[config.mk]
export PLATFORM = sky130hd
export DESIGN_NAME = dfx_seq_ctrl
export DESIGN_NICKNAME = d
export VERILOG_FILES = /design/src/rtl/dfx_seq_ctrl.sv
export SDC_FILE = /design/constraint.sdc
export NUM_CORES = 1
export LEC_CHECK = 0
export CORE_MARGIN = 1
export CORE_UTILIZATION = 25
export CTS_BUF_LIST = sky130_fd_sc_hd__clkbuf_8 sky130_fd_sc_hd__clkbuf_16
export CTS_CLUSTER_SIZE = 14
export DETAILED_ROUTE_END_ITERATION = 8
export HOLD_SLACK_MARGIN = 0.03
export PLACE_DENSITY = 0.62
export SYNTH_ARGS = -nofsm -noshare
export SYNTH_HDL_FRONTEND = slang
export SYNTH_SLANG_ARGS = --single-unit
[constraint.sdc]
create_clock -name clk -period 2.18 [get_ports clk]
set_input_delay 0.545 -clock clk [delete_from_list [all_inputs] [get_ports clk]]
set_output_delay 0.545 -clock clk [all_outputs]
set_load 0.005 [all_outputs]
[src/rtl/dfx_seq_ctrl.sv]
// DFX sequencer controller: walks bank1 slots 0..endCnt, issuing and timing one
// DMA command per slot, then writing the slot status/profile back to bank1.
module dfx_seq_ctrl #(
    parameter int BANK1_INDEX_WIDTH   = 2,
    parameter int BANK1_ADDR_WIDTH    = 32,
    parameter int BANK1_SIZE_WIDTH    = 26,
    parameter int BANK1_STATUS_WIDTH  = 2,
    parameter int BANK1_PROFILE_WIDTH = 32,
    parameter int BANK0_STATUS_WIDTH  = 4,
    parameter int BANK0_CNT_WIDTH     = BANK1_INDEX_WIDTH
) (
    input  logic                           clk,
    input  logic                           reset,
    input  logic                           ctrl_start,
    input  logic                           ctrl_abort,
    input  logic [BANK0_CNT_WIDTH-1:0]     cfg_endCnt,
    output logic [BANK1_INDEX_WIDTH-1:0]   bank1_rd_index,
    output logic                           bank1_rd_req,
    input  logic                           bank1_rd_ready,
    input  logic [BANK1_ADDR_WIDTH-1:0]    bank1_rd_src_addr,
    input  logic [BANK1_ADDR_WIDTH-1:0]    bank1_rd_des_addr,
    input  logic [BANK1_SIZE_WIDTH-1:0]    bank1_rd_src_size,
    input  logic [BANK1_SIZE_WIDTH-1:0]    bank1_rd_des_size,
    output logic                           bank1_wr_en,
    output logic [BANK1_INDEX_WIDTH-1:0]   bank1_wr_index,
    output logic [BANK1_STATUS_WIDTH-1:0]  bank1_wr_status,
    output logic [BANK1_PROFILE_WIDTH-1:0] bank1_wr_profile,
    output logic                           dma_cmd_valid,
    input  logic                           dma_cmd_ready,
    output logic [BANK1_ADDR_WIDTH-1:0]    dma_src_addr,
    output logic [BANK1_ADDR_WIDTH-1:0]    dma_des_addr,
    output logic [BANK1_SIZE_WIDTH-1:0]    dma_src_size,
    output logic [BANK1_SIZE_WIDTH-1:0]    dma_des_size,
    input  logic                           dma_done,
    input  logic                           dma_err,
    output logic [BANK0_STATUS_WIDTH-1:0]  out_status,
    output logic [BANK0_CNT_WIDTH-1:0]     out_mainCnt,
    output logic [BANK0_CNT_WIDTH-1:0]     out_endCnt
);

    typedef enum logic [2:0] {
        S_IDLE   = 3'd0,
        S_FETCH  = 3'd1,
        S_ISSUE  = 3'd2,
        S_WAIT   = 3'd3,
        S_WRBACK = 3'd4
    } state_t;

    localparam logic [BANK0_STATUS_WIDTH-1:0] ST_BUSY  = BANK0_STATUS_WIDTH'(4'b0001);
    localparam logic [BANK0_STATUS_WIDTH-1:0] ST_DONE  = BANK0_STATUS_WIDTH'(4'b0010);
    localparam logic [BANK0_STATUS_WIDTH-1:0] ST_ERR   = BANK0_STATUS_WIDTH'(4'b0100);
    localparam logic [BANK0_STATUS_WIDTH-1:0] ST_ABORT = BANK0_STATUS_WIDTH'(4'b1000);

    state_t                           r_state;
    state_t                           w_next_state;
    logic [BANK0_CNT_WIDTH-1:0]       r_main_cnt;
    logic [BANK0_CNT_WIDTH-1:0]       r_end_cnt;
    logic [BANK0_STATUS_WIDTH-1:0]    r_status;
    logic [BANK1_ADDR_WIDTH-1:0]      r_src_addr;
    logic [BANK1_ADDR_WIDTH-1:0]      r_des_addr;
    logic [BANK1_SIZE_WIDTH-1:0]      r_src_size;
    logic [BANK1_SIZE_WIDTH-1:0]      r_des_size;
    logic [BANK1_PROFILE_WIDTH-1:0]   r_profile;
    logic                             r_err;
    logic                             r_abort_pend;
    logic                             r_wr_en;
    logic [BANK1_INDEX_WIDTH-1:0]     r_wr_index;
    logic [BANK1_STATUS_WIDTH-1:0]    r_wr_status;
    logic [BANK1_PROFILE_WIDTH-1:0]   r_wr_profile;

    logic                             w_abort_any;
    logic                             w_last;
    logic [BANK1_PROFILE_WIDTH-1:0]   w_profile_inc;

    assign w_abort_any   = r_abort_pend | ctrl_abort;
    assign w_last        = r_err | w_abort_any | (r_main_cnt == r_end_cnt);
    assign w_profile_inc = (&r_profile) ? r_profile
                                        : r_profile + BANK1_PROFILE_WIDTH'(1);

    assign bank1_rd_req     = (r_state == S_FETCH);
    assign bank1_rd_index   = BANK1_INDEX_WIDTH'(r_main_cnt);
    assign dma_cmd_valid    = (r_state == S_ISSUE);
    assign dma_src_addr     = r_src_addr;
    assign dma_des_addr     = r_des_addr;
    assign dma_src_size     = r_src_size;
    assign dma_des_size     = r_des_size;
    assign bank1_wr_en      = r_wr_en;
    assign bank1_wr_index   = r_wr_index;
    assign bank1_wr_status  = r_wr_status;
    assign bank1_wr_profile = r_wr_profile;
    assign out_status       = r_status;
    assign out_mainCnt      = r_main_cnt;
    assign out_endCnt       = r_end_cnt;

    always_ff @(posedge clk or negedge reset) begin
        if (!reset) r_state <= S_IDLE;
        else        r_state <= w_next_state;
    end

    // A handshake coinciding with an abort in ISSUE still commits the command;
    // the abort then becomes pending and the transfer is written back.
    always_comb begin
        w_next_state = r_state;
        case (r_state)
            S_IDLE:   if (ctrl_start) w_next_state = S_FETCH;
            S_FETCH: begin
                if (ctrl_abort)          w_next_state = S_IDLE;
                else if (bank1_rd_ready) w_next_state = S_ISSUE;
            end
            S_ISSUE: begin
                if (dma_cmd_ready)       w_next_state = S_WAIT;
                else if (ctrl_abort)     w_next_state = S_IDLE;
            end
            S_WAIT:   if (dma_done) w_next_state = S_WRBACK;
            S_WRBACK: w_next_state = w_last ? S_IDLE : S_FETCH;
            default:  w_next_state = S_IDLE;
        endcase
    end

    always_ff @(posedge clk or negedge reset) begin
        if (!reset) begin
            r_main_cnt   <= '0;
            r_end_cnt    <= '0;
            r_status     <= '0;
            r_src_addr   <= '0;
            r_des_addr   <= '0;
            r_src_size   <= '0;
            r_des_size   <= '0;
            r_profile    <= '0;
            r_err        <= 1'b0;
            r_abort_pend <= 1'b0;
            r_wr_en      <= 1'b0;
            r_wr_index   <= '0;
            r_wr_status  <= '0;
            r_wr_profile <= '0;
        end else begin
            r_wr_en <= 1'b0;
            case (r_state)
                S_IDLE: begin
                    if (ctrl_start) begin
                        r_main_cnt   <= '0;
                        r_end_cnt    <= cfg_endCnt;
                        r_status     <= ST_BUSY;
                        r_abort_pend <= 1'b0;
                        r_err        <= 1'b0;
                    end
                end
                S_FETCH: begin
                    if (ctrl_abort) begin
                        r_status <= ST_ABORT;
                    end else if (bank1_rd_ready) begin
                        r_src_addr   <= bank1_rd_src_addr;
                        r_des_addr   <= bank1_rd_des_addr;
                        r_src_size   <= bank1_rd_src_size;
                        r_des_size   <= bank1_rd_des_size;
                        r_wr_en      <= 1'b1;
                        r_wr_index   <= BANK1_INDEX_WIDTH'(r_main_cnt);
                        r_wr_status  <= BANK1_STATUS_WIDTH'(2'b01);
                        r_wr_profile <= '0;
                    end
                end
                S_ISSUE: begin
                    if (dma_cmd_ready) begin
                        r_profile <= '0;
                        if (ctrl_abort) r_abort_pend <= 1'b1;
                    end else if (ctrl_abort) begin
                        r_status <= ST_ABORT;
                    end
                end
                S_WAIT: begin
                    r_profile <= w_profile_inc;
                    if (ctrl_abort) r_abort_pend <= 1'b1;
                    if (dma_done) begin
                        r_err        <= dma_err;
                        r_wr_en      <= 1'b1;
                        r_wr_index   <= BANK1_INDEX_WIDTH'(r_main_cnt);
                        r_wr_status  <= BANK1_STATUS_WIDTH'({1'b1, dma_err});
                        r_wr_profile <= w_profile_inc;
                    end
                end
                S_WRBACK: begin
                    if (r_err)            r_status   <= ST_ERR;
                    else if (w_abort_any) r_status   <= ST_ABORT;
                    else if (w_last)      r_status   <= ST_DONE;
                    else                  r_main_cnt <= r_main_cnt + BANK0_CNT_WIDTH'(1);
                end
                default: ;
            endcase
        end
    end

endmodule

### After elaboration in Yosys (flattened, before gate mapping)

Index checks and enable logic that the tools add are counted.

* register bits after elaboration: 198
* input bits: 126
* word-level logic and storage cells: 100

* add/subtract/negate cells: 2
* equal/unequal tests: 17
* multiplexer cells: 45
* bitwise logic cells: 4
* reductions and logical operators: 17

Operators with widths (count)
* 32-bit 2-to-1 mux: 5
* 32-bit one-hot mux with 2 select lines: 2
* 32-bit by 1-bit adder with 32-bit output, second input constant: 1
* 32-bit AND reduction: 1
* 4-bit 2-to-1 mux: 6
* 2-bit 2-to-1 mux: 10
* 3-bit 2-to-1 mux: 6
* 4-bit one-hot mux with 4 select lines: 1
* 3-bit one-hot mux with 5 select lines: 1
* 2-bit != test, second input constant: 7
* 2-bit one-hot mux with 2 select lines: 3
* 4-bit AND reduction: 3
* 3-bit AND reduction: 3
* 1-bit 2-to-1 mux: 8
* 2-bit nonzero test: 4
* 3-bit by 2-bit == test with 1-bit output, second input constant: 2
* 3-bit by 2-bit != test with 1-bit output, second input constant: 2
* 5-bit AND reduction: 1
* 2-bit by 1-bit != test with 1-bit output, second input constant: 2
* 4-bit != test, second input constant: 1
* 1-bit one-hot mux with 2 select lines: 2
* 2-bit AND reduction: 2
* 4-bit nonzero test: 1
* 3-bit by 1-bit == test with 1-bit output, second input constant: 1
* 8 further kinds: 10

### Depth between registers and ports, before layout

Gate-level depths: netlist of run 1.

* word-level depth: 7
* mapped depth: 9
* gate-level depth less buffers: 7

### Least setup slack after synthesis of run 1

Ideal clock, no wire load.

* path type: register to register
* start: register r_profile[4]
* end: register r_profile[29]
* setup time: 124 ps
* arrival: 2072 ps
* data required time: 2056 ps
* slack: -16 ps
* stages on the path, launching flop included: 8
* path buffers: 1
* period minus slack after synthesis: 2196 ps
* cells stage by stage: dfrtp_1 > buf_4 > nand4_2 > or4_4 > a311oi_4 > nand2_2 > and3_1 > a211o_1

* word-level cells in the longest chain between the ends: 3
* elaborated cells on any way between the ends: 4
* those cells by class: add/sub: 1; mux: 2; reduce/logical: 1

Ends and longest elaborated chain
* from (decl): line 63 `logic [BANK1_PROFILE_WIDTH-1:0] r_profile;`
* from (signal assigned): line 171 `r_profile <= w_profile_inc;`
* 32-bit by 1-bit adder with 32-bit output / 32-bit AND reduction (equally long branches): line 78, 77
* 32-bit 2-to-1 mux (*): line 77 `assign w_profile_inc = (&r_profile) ? r_profile`
* 32-bit one-hot mux with 2 select lines (*): line 138 `case (r_state)`

Every way passes the cells marked *; elsewhere a longest branch is shown, timed or not.
A chain may end at the register's enable or synchronous reset.

### Worst setup path after layout of run 1

* start: register r_profile[21]
* end: register r_wr_profile[15] (netlist: bank1_wr_profile[15])

* word-level cells in the longest chain between the ends: 4

Ends and longest elaborated chain
* 32-bit AND reduction: line 77
* 32-bit 2-to-1 mux: line 77
* 32-bit 2-to-1 mux: line 173 `if (dma_done) begin`
* 32-bit one-hot mux with 2 select lines: line 138
* to (signal assigned): line 178 `r_wr_profile <= w_profile_inc;`
* to (decl): line 69 `logic [BANK1_PROFILE_WIDTH-1:0] r_wr_profile;`

No other way between the ends. The select of a mux whose other input is x is not followed.

==> flow_metrics.tcl, run 1 <==
set metrics [dict create \
    yosysWarningCount 0 \
    power_w 0.01560 \
    finalWorstSetupSlack_ps 78.17 \
    crit_type "reg -> reg" \
    initial_utilization_pct 25.56 \
    drcViolationCount 0 \
    fin_crit_ps 2102 \
    path_max_fanout 5 \
    diodes 0 \
    switching_power_w 0.004597 \
    fin_setup_tns_ps 0 \
    finalWeightedCongestion 0.7816 \
    multiInputGateArea_sq_um 3455 \
    avgRoutedWirePerCell_microns 16.24 \
    maxCapViolations 0 \
    die_w_microns 187.6 \
    antenna_left 0 \
    first_global_vias 7004 \
    drt_first_iter_violations 227 \
    ctsHoldBuffers 0 \
    fill_cells 3257 \
    track_usage_pct 14.41 \
    regArea_sq_um 4955 \
    grt_pass1_wl_mm 39.47 \
    clock_skew_ps 10.23 \
    place_area_sq_um 12620 \
    die_h_microns 187.6 \
    power_frac_clock_pct 20.7 \
    dieArea_sq_um 35190 \
    mostFrequentLayoutCells "clkdlybuf4s50_1 (287), dfrtp_1 (198), mux2_2 (121)" \
    timing.final.crit_share_pct 96.41 \
    power.leakage_nw 5.580 \
    grt_remaining_overflow 0 \
    yosys_most_used_dff "dfrtp_1" \
    drt-total-wl_mm 24.76 \
    min_path_type "in -> async" \
    firstDrtPassIters 4 \
    placement_rows 67 \
    slew_violations 0 \
    synth_edf_count 0 \
    synth_largest_area_cell "dfrtp_1" \
    port_buffers 290 \
    maxSlewHeadroom_pct 65.54 \
    grt_max_degree 50 \
    syn_nets 838 \
    max_freq_mhz 475.8 \
    post-dp-hpwl_mm 18.40 \
    place_ws_ps 20.36 \
    combinationalPowerShare_pct 41.3 \
    cts_tree "done" \
    numCtsBuffers 17 \
    final_common_cell "clkdlybuf4s50_1" \
    vias 6826 \
    seq_area_frac_synth_pct 57.53 \
    hold_ws_ps 59.88 \
    arrival_ps 2420 \
    clockBufferDepth 2 \
    clock_sinks 198 \
    p_int_w 0.01101 \
    synth.cell_area_sq_um 8612 \
    clk_pin_slew_ps 70 \
    p_sw_share_pct 29.46 \
    htreeDepth 4 \
    design_area_sq_um 13310 \
    grt_antenna_before_repair 2 \
    syn_inst 711 \
    worst_pin_slew_ps 516.0 \
    async_reset_ff_share_pct 100.0 \
    cp_slowest_stage_delay_ps 390 \
    crit_path_frequent_cell "buf_4" \
    root_buffer "clkbuf_16" \
    cp_cell_sequence "and4_4 -> nand4_1 -> buf_4 -> o41ai_4 -> buf_4 -> nor3_2 -> xnor2_1 -> o21ai_1" \
    syn2layout_area_growth_pct 54.51 \
    fin_nets 1190 \
    clock_latency_ps 440 \
    yosysTopAreaCellShare_pct 57.53 \
    worstPathRequired_ps 2500 \
    powerDensity_nw_per_um2 1173 \
    viasPerCell 4.479 \
    coreArea_sq_um 33700 \
    run_status "completed" \
    num_io_pins 291 \
    critPathCaptureType "flip-flop" \
    cp_slowest_cell "dfrtp_1" \
    ys_ff_latch 198 \
    hold_viol 0 \
    synth_cell_type_count 67 \
    syn_area_per_cell_sq_um 12.11 \
    synth.area.top_cells "dfrtp_1 (58%), mux2_2 (16%), o21ai_0 (3.2%)" \
    drive_above_1_share_pct 25.28 \
    start_kind "flip-flop" \
    pwr-share-seq_pct 38.0 \
    vdd_drop_max_mv 0.6063 \
    rsz0062_at_grt "true" \
    setup_viol_count_final 0 \
]
## cell families (layout without fill, tap and decap cells)
family	after synthesis	count (layout)	share of synthesized area, %
buffers and inverters	56	421	3.080
XOR/XNOR	32	32	3.254
AND/OR/NAND/NOR	175	175	10.43
flip-flops	198	198	57.53
AO/OA/AOI/OAI	126	126	9.502
adder cells (fa/ha/maj)	1	1	0.1453
multiplexers	123	123	16.05
## power groups by stage
stage                     sequential, W  clock, W  combinational (W)
after CTS                       0.00594   0.00337            0.00655
after global routing            0.00615   0.00351            0.00699
final                           0.00593   0.00323            0.00644
after global placement          0.00596         0            0.00645
after floorplan                 0.00606         0            0.00237
after detailed placement        0.00600         0            0.00654
## cells in the mapped netlist (all sizes together) (2+ instances only)
master	count
a21o	10
o41ai	2
mux2i	2
xnor2	24
xor2	8
o22ai	4
nor4	11
or4	2
a31oi	6
nor3b	4
o211a	2
nand3	25
or3	2
or2	2
o21ai	57
a41oi	2
nand4	6
buf	9
inv	8
o31ai	10
dfrtp	198
clkbuf	37
and3	7
o21a	2
nor3	11
nor2	19
nand2	74
and4	7
a21oi	16
and2	2
a32o	2
a22o	3
mux2	121
## path summary, 6_finish.rpt
check                                       start                    to  slack, ps  depth (start not counted)
worst max-delay path                r_profile[21]  bank1_wr_profile[15]         80                          8
worst min-delay path                        reset      dma_des_size[20]         60                          1
worst max register to register      r_profile[21]  bank1_wr_profile[15]         80                          8
worst min register to register  bank1_wr_index[0]     bank1_wr_index[0]        480                          2
max in group asynchronous                   reset         r_profile[29]       1460                          2
min in group clk                bank1_wr_index[0]     bank1_wr_index[0]        480                          2
## timing repair
| action | in CTS | in global routing |
|---|---|---|
| pin swaps | 0 | 10 |
| buffers inserted | 0 | 5 |
| resized for setup | 5 | 19 |
| endpoints found under the setup margin | 2 | 18 |
## state kept, by name, summed over array words and instances, names as in the netlist
name / flops
bank1_wr_index: 2
r_abort_pend: 1
bank1_rd_index: 2
dma_src_addr: 32
dma_src_size: 26
dma_des_addr: 32
r_err: 1
bank1_wr_status: 2
r_profile: 32
out_endCnt: 2
bank1_wr_en: 1
bank1_wr_profile: 32
r_state: 3
dma_des_size: 26
out_status: 4
## worst max-delay path: cells and delay by family, from the launching register on
kind	cells	cell delay [ps]
and+or+nand+nor	3	490
buffers and inverters	2	380
DFF	1	390
AOI/OAI and AO/OA	2	440
xor gates and xnor gates	1	270
## layout make-up
cell class                      count  area share, %
Clock inverter                     14          1.100
Inverter                            9         0.2539
Multi-Input combinational cell    457          25.96
Timing Repair Buffer              380          27.94
Clock buffer                       18          3.300
Sequential cell                   198          37.24
Tap cell                          448          4.213
## per-stage QoR
stage,instances,utilization [%]
final,1524,39.49
after global routing,1524,39.49
after CTS,1519,39.18
after detailed placement,1487,37.46
after global placement,1487,37.46
after floorplan,711,-
## routing by layer
metal	GRT usage [%]	vias up	wire length (microns)
met1	18.02	3339	10810
met5	0	-	27
li1	-	3240	-
met4	3.565	4	231
met2	24.09	222	12060
met3	4.473	21	1620
No activity file was read; power rests on OpenSTA's default activity.
==> run 2, diff against run 1 <==
CORE_MARGIN = 3   (was 1)
CTS_BUF_LIST = sky130_fd_sc_hd__clkbuf_4 sky130_fd_sc_hd__clkbuf_8   (was sky130_fd_sc_hd__clkbuf_8 sky130_fd_sc_hd__clkbuf_16)
SLEW_MARGIN = 5   (was default)
==> run 2 against run 1 <==
  * Cell count is 0.72% lower
  * Cell area is 2.0% lower
  * Via count is 0.64% lower
  * Non-clock buffer count is 11 lower
  * Sequential power is 1% higher
  * Global-route usage is 0.95 points lower
  * Utilization is 0.88 points lower
  * Clock skew is 9.1 ps higher
  * Sequential cell count stayed put
  * Critical endpoint is now r_profile[29]
  * Largest power group unchanged
==> flow_metrics.tcl, run 2 (synthesis gave the netlist of run 1 again) <==
set metrics [dict create \
    viasPerCell 4.482 \
    mostFrequentLayoutCells "clkdlybuf4s50_1 (286), dfrtp_1 (197), mux2_2 (121)" \
    clock_skew_ps 19.32 \
    initial_utilization_pct 25.49 \
    hold_viol 0 \
    critPathCaptureType "flip-flop" \
    coreArea_sq_um 33780 \
    path_max_fanout 3 \
    grt_max_degree 64 \
    num_io_pins 291 \
    worst_pin_slew_ps 569.1 \
    place_area_sq_um 12520 \
    drt_first_iter_violations 282 \
    design_area_sq_um 13040 \
    fill_cells 3294 \
    clock_latency_ps 490 \
    cp_slowest_cell "or4_4" \
    finalWeightedCongestion 0.7784 \
    fin_setup_tns_ps 0 \
    clk_pin_slew_ps 110 \
    rsz0062_at_grt "true" \
    maxCapViolations 0 \
    die_h_microns 191.6 \
    diodes 0 \
    final_common_cell "clkdlybuf4s50_1" \
    syn2layout_area_growth_pct 51.46 \
    fin_nets 1179 \
    setup_viol_count_final 0 \
    slew_violations 0 \
    avgRoutedWirePerCell_microns 16.78 \
    drt-total-wl_mm 25.39 \
    start_kind "flip-flop" \
    drcViolationCount 0 \
    root_buffer "clkbuf_8" \
    cp_slowest_stage_delay_ps 570 \
    run_status "completed" \
    numCtsBuffers 17 \
    drive_above_1_share_pct 25.35 \
    clockBufferDepth 2 \
    port_buffers 290 \
    antenna_left 0 \
    crit_type "reg -> reg" \
    vias 6782 \
    timing.final.crit_share_pct 99.66 \
    instances_no_fill 1513 \
    dieArea_sq_um 36710 \
    die_w_microns 191.6 \
    max_freq_mhz 460.3 \
    vdd_drop_max_mv 0.5304 \
    firstDrtPassIters 4 \
    cp_cell_sequence "nand2_1 -> or4_4 -> buf_4 -> a311oi_4 -> nand2_2 -> and3_1 -> a211o_1" \
    first_global_vias 6842 \
    cts_tree "done" \
    htreeDepth 4 \
    grt_remaining_overflow 0 \
    powerDensity_nw_per_um2 1132 \
    clock_sinks 198 \
    worstPathRequired_ps 2550 \
    dp.cells 1471 \
    track_usage_pct 13.46 \
    post-dp-hpwl_mm 19.13 \
    min_path_type "reg -> reg" \
    grt_antenna_before_repair 0 \
    power.leakage_nw 5.445 \
    arrival_ps 2550 \
    grt_pass1_wl_mm 38.36 \
    hold_ws_ps 489.2 \
    placement_rows 67 \
    fin_crit_ps 2173 \
    maxSlewHeadroom_pct 62.06 \
]
==> run 2: per-layer routing <==
metal / vias up / share of wire, % / GRT usage [%]
met1: 3313 / 41 / 16.41
met4: 0 / 1.3 / 4.036
met2: 245 / 49 / 22.71
met5: - / 0 / 0
met3: 18 / 8.7 / 4.380
li1: 3206 / - / -
==> run 2: critical path: cells and delay by family, from the launching register on <==
kind / cells / cell delay (ps)
and+or+nand+nor: 4 / 960
AOI/OAI and AO/OA: 2 / 530
DFF: 1 / 400
buffers and inverters: 1 / 170
==> run 2: final timing paths <==
path | slack [ps] | end | startpoint | cells past startpoint
max reg2reg | 7 | r_profile[29] | r_profile[9] | 7
max in group asynchronous | 870 | bank1_rd_index[0] | reset | 3
min in group asynchronous | 620 | dma_des_size[19] | reset | 2
max | 7 | r_profile[29] | r_profile[9] | 7
min | 490 | bank1_wr_profile[29] | bank1_wr_profile[29] | 2
min reg2reg | 490 | bank1_wr_profile[29] | bank1_wr_profile[29] | 2
==> run 2: layout make-up <==
cell class / count / area (sq um) / area share [%]
timing repair buffer: 369 / 3655 / 28.02
tap: 448 / 560.5 / 4.297
clock buffer: 20 / 269.0 / 2.062
multi-input combinational: 457 / 3476 / 26.65
sequential: 198 / 4956 / 38.00
inverter: 9 / 36.28 / 0.2782
clock inverter: 12 / 91.34 / 0.7002
==> run 2: power by group <==
group | switching [W] | total, W | internal [W]
registers | 0.000858 | 0.00599 | 0.00513
clock network | 0.00140 | 0.00228 | 0.000882
logic | 0.00234 | 0.00650 | 0.00416
==> run 2: repair_timing <==
item                                   CTS  global route
setup endpoints to repair               15            26
endpoints found under the hold margin   14             0
buffers inserted                         3             6
pin swaps                                1             6
hold buffers                             1             0
gates resized for setup                 11            21
==> run 2: through the flow <==
| step | worst slack, ps | util [%] | power [W] |
|---|---|---|---|
| 3_3_place_gp | -35.07 | 37.05 | 0.01244 |
| 4_1_cts | -0.7047 | 38.24 | 0.01496 |
| 3_5_place_dp | -89.22 | 37.05 | 0.01257 |
| 6_report | 7.355 | 38.61 | 0.01477 |
| 2_1_floorplan | 5.283 | - | 0.008433 |
| 5_1_grt | -69.89 | 38.61 | 0.01579 |
==> run 3, diff against run 2 <==
CORE_UTILIZATION = 43   (was 25)
PLACE_DENSITY = 0.9   (was 0.62)
==> run 3 against run 2 <==
  * The run now ends with negative setup slack left
  * Largest cell class unchanged
  * Cell area is 1.2% lower
  * Via count is 3.1% higher
  * First-iteration DRC count is 33% higher
  * Cell count is 12% lower
  * Global-route usage is 9.8 points higher
  * Utilization is 27 points higher
==> flow_metrics.tcl, run 3 (synthesis gave the netlist of run 1 again) <==
set metrics [dict create \
    busiest_layer "met2" \
    power.leakage_nw 5.453 \
    fin_crit_ps 2185 \
    vias 6994 \
    max_freq_mhz 457.7 \
    firstDrtPassIters 4 \
    diodes 0 \
    combinationalPowerShare_pct 44.1 \
    rr_worst_depth 7 \
    syn2layout_area_growth_pct 49.59 \
    placement_rows 51 \
    power_frac_clock_pct 16.0 \
    hold-path-cell-count 2 \
    antenna_left 0 \
    grt_antenna_before_repair 0 \
    grt_max_degree 49 \
    coreArea_sq_um 19590 \
    fin_setup_tns_ps -4.756 \
    clk_pin_slew_ps 110 \
    r2r-end "bank1_wr_profile[17]" \
    final_common_cell "clkdlybuf4s50_1" \
    regToRegSetupSlack_ps -5 \
    hold_ws_ps 477.2 \
    htreeDepth 4 \
    maxCapViolations 0 \
    pwr-share-seq_pct 39.9 \
    mostFrequentLayoutCells "clkdlybuf4s50_1 (287), dfrtp_1 (197), mux2_2 (121)" \
    post-dp-hpwl_mm 19.08 \
    dieArea_sq_um 21760 \
    crit_type "reg -> reg" \
    numCtsBuffers 17 \
    root_buffer "clkbuf_8" \
    drt_first_iter_violations 375 \
    grt.met3_usage_pct 6.131 \
    die_h_microns 147.5 \
    met1_usage_pct 28.22 \
    start_kind "flip-flop" \
    run_status "complete, but fails checks" \
    cts_tree "done" \
    vdd_drop_max_mv 0.5111 \
    min_path_type "reg -> reg" \
    worstHoldStart "bank1_wr_index[1]" \
    powerDensity_nw_per_um2 1169 \
    clockBufferDepth 2 \
    startpoint "r_profile[6]" \
    clock_sinks 198 \
    worst_pin_slew_ps 541.4 \
    num_io_pins 291 \
    switching_power_w 0.004883 \
    maxSlewHeadroom_pct 63.58 \
    timing.final.crit_share_pct 100.2 \
    setup_viol_count_final 1 \
    avgRoutedWirePerCell_microns 19.56 \
    rr_startpoint "r_profile[6]" \
    die_w_microns 147.5 \
    worstPathRequired_ps 2520 \
    viasPerCell 5.278 \
    drt-total-wl_mm 25.92 \
    port_buffers 290 \
    p_sw_share_pct 32.42 \
    violations "negative setup slack" \
    grt_pass1_wl_mm 39.98 \
    met2_usage_pct 41.16 \
    arrival_ps 2530 \
    first_global_vias 7163 \
    track_usage_pct 23.29 \
    initial_utilization_pct 43.96 \
    drive_above_1_share_pct 25.85 \
    drcViolationCount 0 \
    fin_nets 1174 \
    finalWeightedCongestion 0.8879 \
    finalWorstSetupSlack_ps -4.756 \
    critPathCaptureType "flip-flop" \
    path_max_fanout 5 \
    p_int_w 0.01018 \
    clock_latency_ps 470 \
    place_ws_ps -60.06 \
    hold_viol 0 \
    slew_violations 0 \
    clock_skew_ps 24.30 \
    rsz0062_at_grt "true" \
    grt_remaining_overflow 0 \
    min_to "bank1_wr_index[1]" \
]
==> run 3: cell count changes in the layout (fill, tap and decap cells not counted), moves of 3 or more <==
| cell | change |
|---|---|
| buf_12 | -3 |
| clkinv_2 | -3 |
| clkinv_8 | +4 |
| inv_6 | -4 |
| inv_8 | +5 |
| nor2_1 | -3 |
| o21ai_0 | -7 |
| o21ai_1 | +7 |
| xnor2_1 | -3 |
| xnor2_2 | +3 |
==> run 3: worst max-delay path: stages, from the launching register on <==
cell     delay [ps]
dfrtp_1         390
nand4_2         130
or4_4           580
o41ai_4         390
buf_6           190
nor3_4           50
xnor2_2         220
o21ai_1         100
==> run 3: worst max path at each step <==
stage | to | depth (start not counted)
floorplan | r_profile[14] | 8
global placement | dma_des_size[0] | 4
detailed placement | r_profile[25] | 7
CTS | bank1_wr_profile[29] | 8
global route | bank1_wr_profile[17] | 7
finish | bank1_wr_profile[17] | 7
==> run 3: routing by layer <==
layer  routed length (microns)  share of wire (%)
met4                       560                2.2
met5                         0                  0
met1                     10090                 39
met2                     13420                 52
met3                      1849                7.1
==> run 3: repair_timing <==
action | CTS | global route
hold buffers | 1 | 0
pin swaps | 7 | 14
setup buffers | 5 | 3
resized for setup | 15 | 34
endpoints found under the hold margin | 40 | 0
setup endpoints to repair | 14 | 33
==> run 3: metrics by stage <==
stage | cells | area (sq um) | power [W] | utilization, %
finish | 1325 | 12880 | 0.01506 | 65.76
global route | 1325 | 12880 | 0.01592 | 65.76
CTS | 1322 | 12730 | 0.01513 | 64.99
detailed placement | 1284 | 12220 | 0.01264 | 62.37
global placement | 1284 | 12220 | 0.01230 | 62.37
floorplan | 711 | 8612 | 0.008433 | -
==> run 3: layout make-up <==
class                   instances  area (sq um)
multi-input cells             457          3563
inverters                       9         33.78
fillers                      1462          6708
clock buffers                  17         234.0
clock inverters                15         178.9
flip-flops and latches        198          4956
repair buffers                364          3585
well taps                     265         331.6
==> run 3: power groups by stage <==
stage / logic [W] / registers, W / clock network, W
2_1_floorplan: 0.00237 / 0.00606 / 0
3_3_place_gp: 0.00636 / 0.00593 / 0
3_5_place_dp: 0.00658 / 0.00606 / 0
4_1_cts: 0.00665 / 0.00600 / 0.00247
5_1_grt: 0.00712 / 0.00618 / 0.00263
6_report: 0.00665 / 0.00601 / 0.00241
